--- config.mk ---
export PLATFORM = sky130hd
export DESIGN_NAME = mtimer
export DESIGN_NICKNAME = d
export VERILOG_FILES = /design/src/rtl/mtimer.sv
export SDC_FILE = /design/constraint.sdc
export NUM_CORES = 1
export LEC_CHECK = 0
export CAP_MARGIN = 5
export CORE_MARGIN = 3
export CORE_UTILIZATION = 59
export CTS_BUF_LIST = sky130_fd_sc_hd__clkbuf_4 sky130_fd_sc_hd__clkbuf_8
export CTS_CLUSTER_SIZE = 10
export DETAILED_ROUTE_END_ITERATION = 10
export PLACE_DENSITY = 0.83
export SETUP_SLACK_MARGIN = 0.3
export SYNTH_ARGS = -nofsm -noshare
export SYNTH_HDL_FRONTEND = slang
export SYNTH_SLANG_ARGS = --single-unit
--- constraint.sdc ---
create_clock -name clk_i -period 3.3 [get_ports clk_i]
set_input_delay 0.66 -clock clk_i [delete_from_list [all_inputs] [get_ports clk_i]]
set_output_delay 0.66 -clock clk_i [all_outputs]
set_load 0.005 [all_outputs]
--- src/rtl/mtimer.sv ---
// RISC-V machine timer (mtime / mtimecmp) as a Wishbone B4 classic slave.
// Register block of four 32-bit words at BASE_ADDRESS:
//   0x0 mtime[31:0], 0x4 mtime[63:32], 0x8 mtimecmp[31:0], 0xC mtimecmp[63:32].
// Optional feature macro: MTIMER_READ_LATCH_EN -- a read of 0x0 snapshots mtime[63:32]
// into a shadow register that a following read of 0x4 returns (tear-free 64-bit read).
module mtimer #(
  parameter logic [31:0] BASE_ADDRESS = 32'h0
) (
  input  logic        clk_i,
  input  logic        rst_i,
  input  logic        stb_i,
  input  logic        cyc_i,
  input  logic [31:0] adr_i,
  input  logic [3:0]  sel_i,
  input  logic [31:0] dat_i,
  output logic [31:0] dat_o,
  input  logic        we_i,
  output logic        ack_o,
  output logic        err_o,
  output logic        rty_o,
  input  logic        interrupt_enable,
  output logic        interrupt
);

  logic [63:0] mtime_q, mtime_d;
  logic [63:0] mtimecmp_q, mtimecmp_d;
  logic [31:0] rdata_q, rdata_d;
  logic [31:0] rd_val;
  logic        ack_q, ack_d;
  logic        err_q, err_d;
  logic        req, in_range, wr, rd;
  logic [1:0]  idx;

  // Byte address bits below word granularity carry no meaning here.
  logic unused_adr;
  assign unused_adr = ^adr_i[1:0];

  // Replace the selected byte lanes of a word with new data.
  function automatic logic [31:0] merge(input logic [31:0] old_w, input logic [31:0] new_w,
                                        input logic [3:0] sel);
    logic [31:0] res;
    res = old_w;
    for (int i = 0; i < 4; i++) begin
      if (sel[i]) res[8*i +: 8] = new_w[8*i +: 8];
    end
    return res;
  endfunction

  // A new request is only accepted while no response is outstanding.
  assign req      = stb_i & cyc_i & ~ack_q & ~err_q;
  assign in_range = (adr_i[31:4] == BASE_ADDRESS[31:4]);
  assign wr       = req & in_range & we_i;
  assign rd       = req & in_range & ~we_i;
  assign idx      = adr_i[3:2];

`ifdef MTIMER_READ_LATCH_EN
  logic [31:0] shadow_q, shadow_d;

  // Snapshot the upper half whenever the lower half is read.
  always_comb begin
    shadow_d = shadow_q;
    if (rd && idx == 2'd0) shadow_d = mtime_q[63:32];
  end

  // Shadow register for tear-free 64-bit reads.
  always_ff @(posedge clk_i or negedge rst_i) begin
    if (!rst_i) shadow_q <= 32'h0;
    else        shadow_q <= shadow_d;
  end
`endif

  // Read mux of the addressed register as it stands before this edge.
  always_comb begin
    rd_val = 32'h0;
    unique case (idx)
`ifdef MTIMER_READ_LATCH_EN
      2'd1:    rd_val = shadow_q;
`else
      2'd1:    rd_val = mtime_q[63:32];
`endif
      2'd2:    rd_val = mtimecmp_q[31:0];
      2'd3:    rd_val = mtimecmp_q[63:32];
      default: rd_val = mtime_q[31:0];
    endcase
  end

  // Next state: counter increments unless a write to either mtime half overrides it.
  always_comb begin
    mtime_d    = mtime_q + 64'd1;
    mtimecmp_d = mtimecmp_q;
    if (wr) begin
      unique case (idx)
        2'd0:    mtime_d = {mtime_q[63:32], merge(mtime_q[31:0], dat_i, sel_i)};
        2'd1:    mtime_d = {merge(mtime_q[63:32], dat_i, sel_i), mtime_q[31:0]};
        2'd2:    mtimecmp_d = {mtimecmp_q[63:32], merge(mtimecmp_q[31:0], dat_i, sel_i)};
        default: mtimecmp_d = {merge(mtimecmp_q[63:32], dat_i, sel_i), mtimecmp_q[31:0]};
      endcase
    end
    ack_d   = req & in_range;
    err_d   = req & ~in_range;
    rdata_d = rd ? rd_val : 32'h0;
  end

  // Timer, compare and bus response registers.
  always_ff @(posedge clk_i or negedge rst_i) begin
    if (!rst_i) begin
      mtime_q    <= 64'h0;
      mtimecmp_q <= 64'hFFFF_FFFF_FFFF_FFFF;
      ack_q      <= 1'b0;
      err_q      <= 1'b0;
      rdata_q    <= 32'h0;
    end else begin
      mtime_q    <= mtime_d;
      mtimecmp_q <= mtimecmp_d;
      ack_q      <= ack_d;
      err_q      <= err_d;
      rdata_q    <= rdata_d;
    end
  end

  // Responses vanish as soon as the master drops the strobe.
  assign ack_o     = ack_q & stb_i & cyc_i;
  assign err_o     = err_q & stb_i & cyc_i;
  assign dat_o     = ack_o ? rdata_q : 32'h0;
  assign rty_o     = 1'b0;
  assign interrupt = interrupt_enable & (mtime_q >= mtimecmp_q);

endmodule

==> Word-level counts from Yosys, hierarchy flattened <==
Cells that the tools add are included.
{ "classes": {"n_bitwise": 18, "n_eq_ne": 13, "n_addsub": 1, "reduce_logical": 19, "magnitude_cmp": 1, "n_mux": 10} }
{ "ops": {"columns": ["cell", "count"], "rows": [
  ["64-bit case mux with 2 select lines", 2],
  ["32-bit case mux with 3 select lines", 1],
  ["64-bit by 1-bit adder with 64-bit output (second input constant)", 1],
  ["64-bit greater-or-equal comparator", 1],
  ["32-bit 2-to-1 mux", 2],
  ["64-bit 2-to-1 mux", 1],
  ["8-bit 2-to-1 mux", 4],
  ["4-bit AND reduction", 8],
  ["28-bit zero test", 1],
  ["3-bit inequality test (second input constant)", 8],
  ["2-bit AND reduction", 8],
  ["1-bit AND", 12],
  ["1-bit inverter", 6],
  ["2-bit == test (second input constant)", 2],
  ["2-bit inequality test (second input constant)", 2],
  ["2-bit by 1-bit == test with 1-bit output (second input constant)", 1],
  ["2-bit zero test", 1],
  ["2-bit OR reduction", 1]
]} }
{ "totals": {"word_cells": 81, "in_bits": 74, "register_bits": 162} }

==> Longest topological paths before layout <==
{ "depth": {"ltp_word": 7, "depth_mapped": 9} }

==> Worst setup path after synthesis <==
Ideal clock, no wire load.
{ "synth_timing": {"path_type": "flip-flop to output port", "start": "reg mtimecmp_q[30]", "end": "out interrupt", "path_slack_ps": 684, "n_path_buf": 0, "arrival_ps": 1956, "stages_incl_launch_ff": 8, "required_ps": 2640, "cell_sequence": "dfstp_2 inv_1 ha_1 nand4_1 or4_1 a2111oi_0 o211ai_1 nand2_1"} }
{ "synth_via": {"elab_chain_len": 2} }
{ "synth_rtl": {"columns": ["item", "line", "source"], "rows": [
  ["from (decl)", "26", "logic [63:0] mtimecmp_q, mtimecmp_d;"],
  ["from (signal assigned)", "114", "mtimecmp_q <= mtimecmp_d;"],
  ["64-bit greater-or-equal comparator", "126", "assign interrupt = interrupt_enable & (mtime_q >= mtimecmp_q);"],
  ["1-bit AND", "126", null],
  ["to (decl)", "22", "output logic interrupt"]
]} }
Every way passes these cells.

==> Worst setup path in the final report <==
{ "layout_timing": {"start": "reg mtimecmp_q[31]", "end": "out interrupt"} }
Same word-level chain as after synthesis.

==> implementation parameters <==
Parameter                              Value

Timing
  Slew Limit Headroom    0.432
  Max-slew violation count    0
  Fmax achieved    about 300 MHz
  Count of endpoints failing setup in the final report    1
  Time the final worst path needs with I/O delays and setup    between 3 and 4 ns
  Slew at the pin closest to its max-slew limit    0.853 ns
  Ratio of final minimum period to clock period    1.01
  Max Clock Skew    roughly 0.007 ns
  Post-route worst setup slack    -0.0373 ns
  Unrepaired setup endpoints after global routing    true
  Endpoints failing hold    0
  Hold slack    approximately 0.23 ns

Placement
  Placed standard-cell area    approximately 12000 um^2
  Placed wire-length estimate after detailed placement    approximately 22000 um
  Cell count after placement    approximately 1400
  Weighted congestion reported at the end of routability-driven placement    approximately 0.96
  Number of buffer cells added on primary ports    approximately 110
  Worst setup timing slack at the placement stage    -0.00431 ns

Layout
  Final Core Density    0.764
  Nets@finish    1329
  Number of inserted diodes    0
  Synthesis-to-layout area growth    25.2%
  Post-layout instance count excluding filler cells    1423
  Share of layout cells above drive strength 1    0.264
  Final cell area excluding filler cells    ~13000 um^2

Detailed routing
  First-pass DRT Iterations    6
  Met1 wire length    roughly 12000 um
  DR vias/cell    between 6 and 7
  DRC violations left    0
  Violation count after the first detailed-routing iteration    roughly 1100
  Vias    around 9400
  Antenna-violating nets left    0
  Total Routed Length    slightly above 30000 um
  Max Used Layer    met4
  Routed wire length on met2    between 10000 and 15000 um
  Length of routed met3 wiring    between 2000 and 3000 um
  Routed WL per cell    21.3 um

Worst setup path
  CP startpoint kind    flip-flop
  Category of the critical setup timing path    flip-flop to output port
  Critical Path Sink Type    output port
  Largest fanout on the critical path    3
  WP data arrival    around 2.7 ns
  Worst path required time    about 2.6 ns

Flow run
  # Max-Cap Violations    0

Clock tree
  Number of clock sinks    162
  Num CTS Buffers    17
  Max clock buf depth    2
  Cts-stage hold buffer count    0
  H-tree lvl count    4
  Root Buffer    clkbuf_8
  Later-pin clock latency in the skew report    about 0.47 ns
  Clock tree from TritonCTS    done
  Clock edge transition at the registers on the reported setup and hold paths    0.08 ns

Min path
  Worst hold path type    primary input to asynchronous set/reset pin

Global route
  Global route overflow    0
  Pin count of the biggest net entering global routing    84
  Vias in the first global route    between 9000 and 10000
  Wire length of the first global-routing pass    about 47000 um
  Tot GR Track Use    0.322
  Initial antenna violation count    0

Power
  Total power divided by cell area    307 nW/um^2
  Static leakage    5.24 nW
  Maximum vdd drop    about 0.23 mV

Logic synthesis
  Warnings from Yosys    0
  Yosys reg bits    ~160
  Leading register cell type out of synthesis    dfrtp_1
  Synth async-reset ratio    1.00
  Count of cell types in the netlist    just over 60
  Proportion of synthesized chip area in sequential cells    0.404
  Synthesized instance count    ~1000
  Mapped Avg Cell Area    slightly above 10 um^2
  Mapped Nets    ~1200
  Post-Synthesis Cell Area    approximately 10000 um^2
  EDFF count, synth    0

Die
  Starting Density    0.610
  CORE AREA    between 15000 and 20000 um^2
  Total I/O pin count    110
  Die area    ~19000 um^2
  Num rows    47
  Die Width    roughly 140 um
  Die Y    roughly 140 um

Status
  Violated checks    negative setup slack
  Status    complete, but fails checks
==> power breakdown <==
group          switching, mW  internal, mW
combinational          0.130         0.120
sequential          0.000500          1.99
clock                  0.753         0.942
total                  0.883          3.05
==> flip-flops by register name, summed over array words and instances (netlist names) <==
name,flops
mtime_q,64
mtimecmp_q,64
rdata_q,32
ack_q,1
err_q,1
==> layout by cell type (no fill, tap or decap), types with 5 or more instances in the layout <==
cell	n
o21ai_0	27
o211ai_1	11
a311oi_1	10
buf_4	75
buf_12	7
o311ai_1	5
o22ai_1	6
nor3_2	5
and3_1	16
inv_1	73
a211oi_1	24
ha_4	11
mux2i_1	8
mux4_2	32
mux2_2	59
nor3_1	15
clkdlybuf4s50_1	102
nand2b_1	7
o32ai_1	9
nor4_1	11
dfstp_2	64
ha_1	54
nand3_1	50
and4_1	5
a21oi_1	49
clkbuf_8	22
and2_1	35
nor2b_1	38
nand4_1	27
nand2_1	84
a21o_1	12
nor2_1	68
dfrtp_1	98
==> synthesized netlist by cell type, types with 29 or more instances <==
cell type   n  area [um^2]
dfrtp_1    98         2450
nand2_1    84          315
inv_1      77          289
nor2_1     68          255
ha_1       65          813
dfstp_2    64         1680
mux2_2     59          664
a21oi_1    51          255
nand3_1    50          250
nor2b_1    38          238
and2_1     35          219
mux4_2     32          721
o21ai_0    29          145
==> final timing paths <==
| kind | from | cells past startpoint | end | slack (ns) |
|---|---|---|---|---|
| worst max-delay path | mtimecmp_q[31]$_DFFE_PN1P_ | 11 | interrupt | -0.04 |
| worst min-delay path | rst_i | 1 | rdata_q[20]$_DFF_PN0_ | 0.23 |
| worst max register to register | mtime_q[1]$_DFFE_PN0P_ | 8 | mtime_q[62]$_DFFE_PN0P_ | 0.43 |
| worst min register to register | mtimecmp_q[60]$_DFFE_PN1P_ | 2 | mtimecmp_q[60]$_DFFE_PN1P_ | 0.52 |
| max in group asynchronous | rst_i | 2 | mtimecmp_q[34]$_DFFE_PN1P_ | 2.24 |
| min in group clk_i | mtimecmp_q[60]$_DFFE_PN1P_ | 2 | mtimecmp_q[60]$_DFFE_PN1P_ | 0.52 |
==> routing by layer <==
| layer | vias to the layer above | track usage |
|---|---|---|
| met2 | 561 | 0.530 |
| met3 | 91 | 0.0683 |
| li1 | 4116 | - |
| met1 | 4630 | 0.417 |
| met4 | 0 | 0.127 |
| met5 | - | 0 |
==> critical path: stages, from the launching register on <==
cell and delay (ns):
dfstp_2 0.54, inv_2 0.05, ha_4 0.26, nand4_1 0.21
buf_4 0.21, buf_4 0.14, nor3_2 0.17, a211oi_1 0.10
o211ai_1 0.17, o211ai_1 0.14, nand2_1 0.10, buf_2 0.12
==> final cells by class <==
cell class,count,area [um^2]
fillers,1112,3960
clock inverters,8,148
multi-input cells,744,5890
well taps,220,275
inverters,77,289
repair buffers,188,1750
clock buffers,24,318
flip-flops and latches,162,4130
==> what timing repair did <==
item                       CTS  global route
setup buffers                4             2
pin swaps                    8            12
gates resized for setup     19            17
gates cloned                 0             0
setup endpoints to repair    1             1
==> through the flow <==
stage	setup TNS [ns]	total power [mW]
after floorplan	0	2.09
after global placement	0	2.27
after detailed placement	-0.00431	2.27
after CTS	0	3.94
after global routing	-0.133	4.05
final	-0.0373	3.93
==> cell families after synthesis <==
group / count (synthesis) / synth area share
buffers and inverters: 111 / 0.0419
DFF: 162 / 0.404
and+or+nand+nor: 382 / 0.199
AOI/OAI and AO/OA: 197 / 0.131
other: 1 / 0.000367
adders and majority gates: 65 / 0.0795
muxes: 99 / 0.143
No activity file was read; power rests on OpenSTA's default activity.
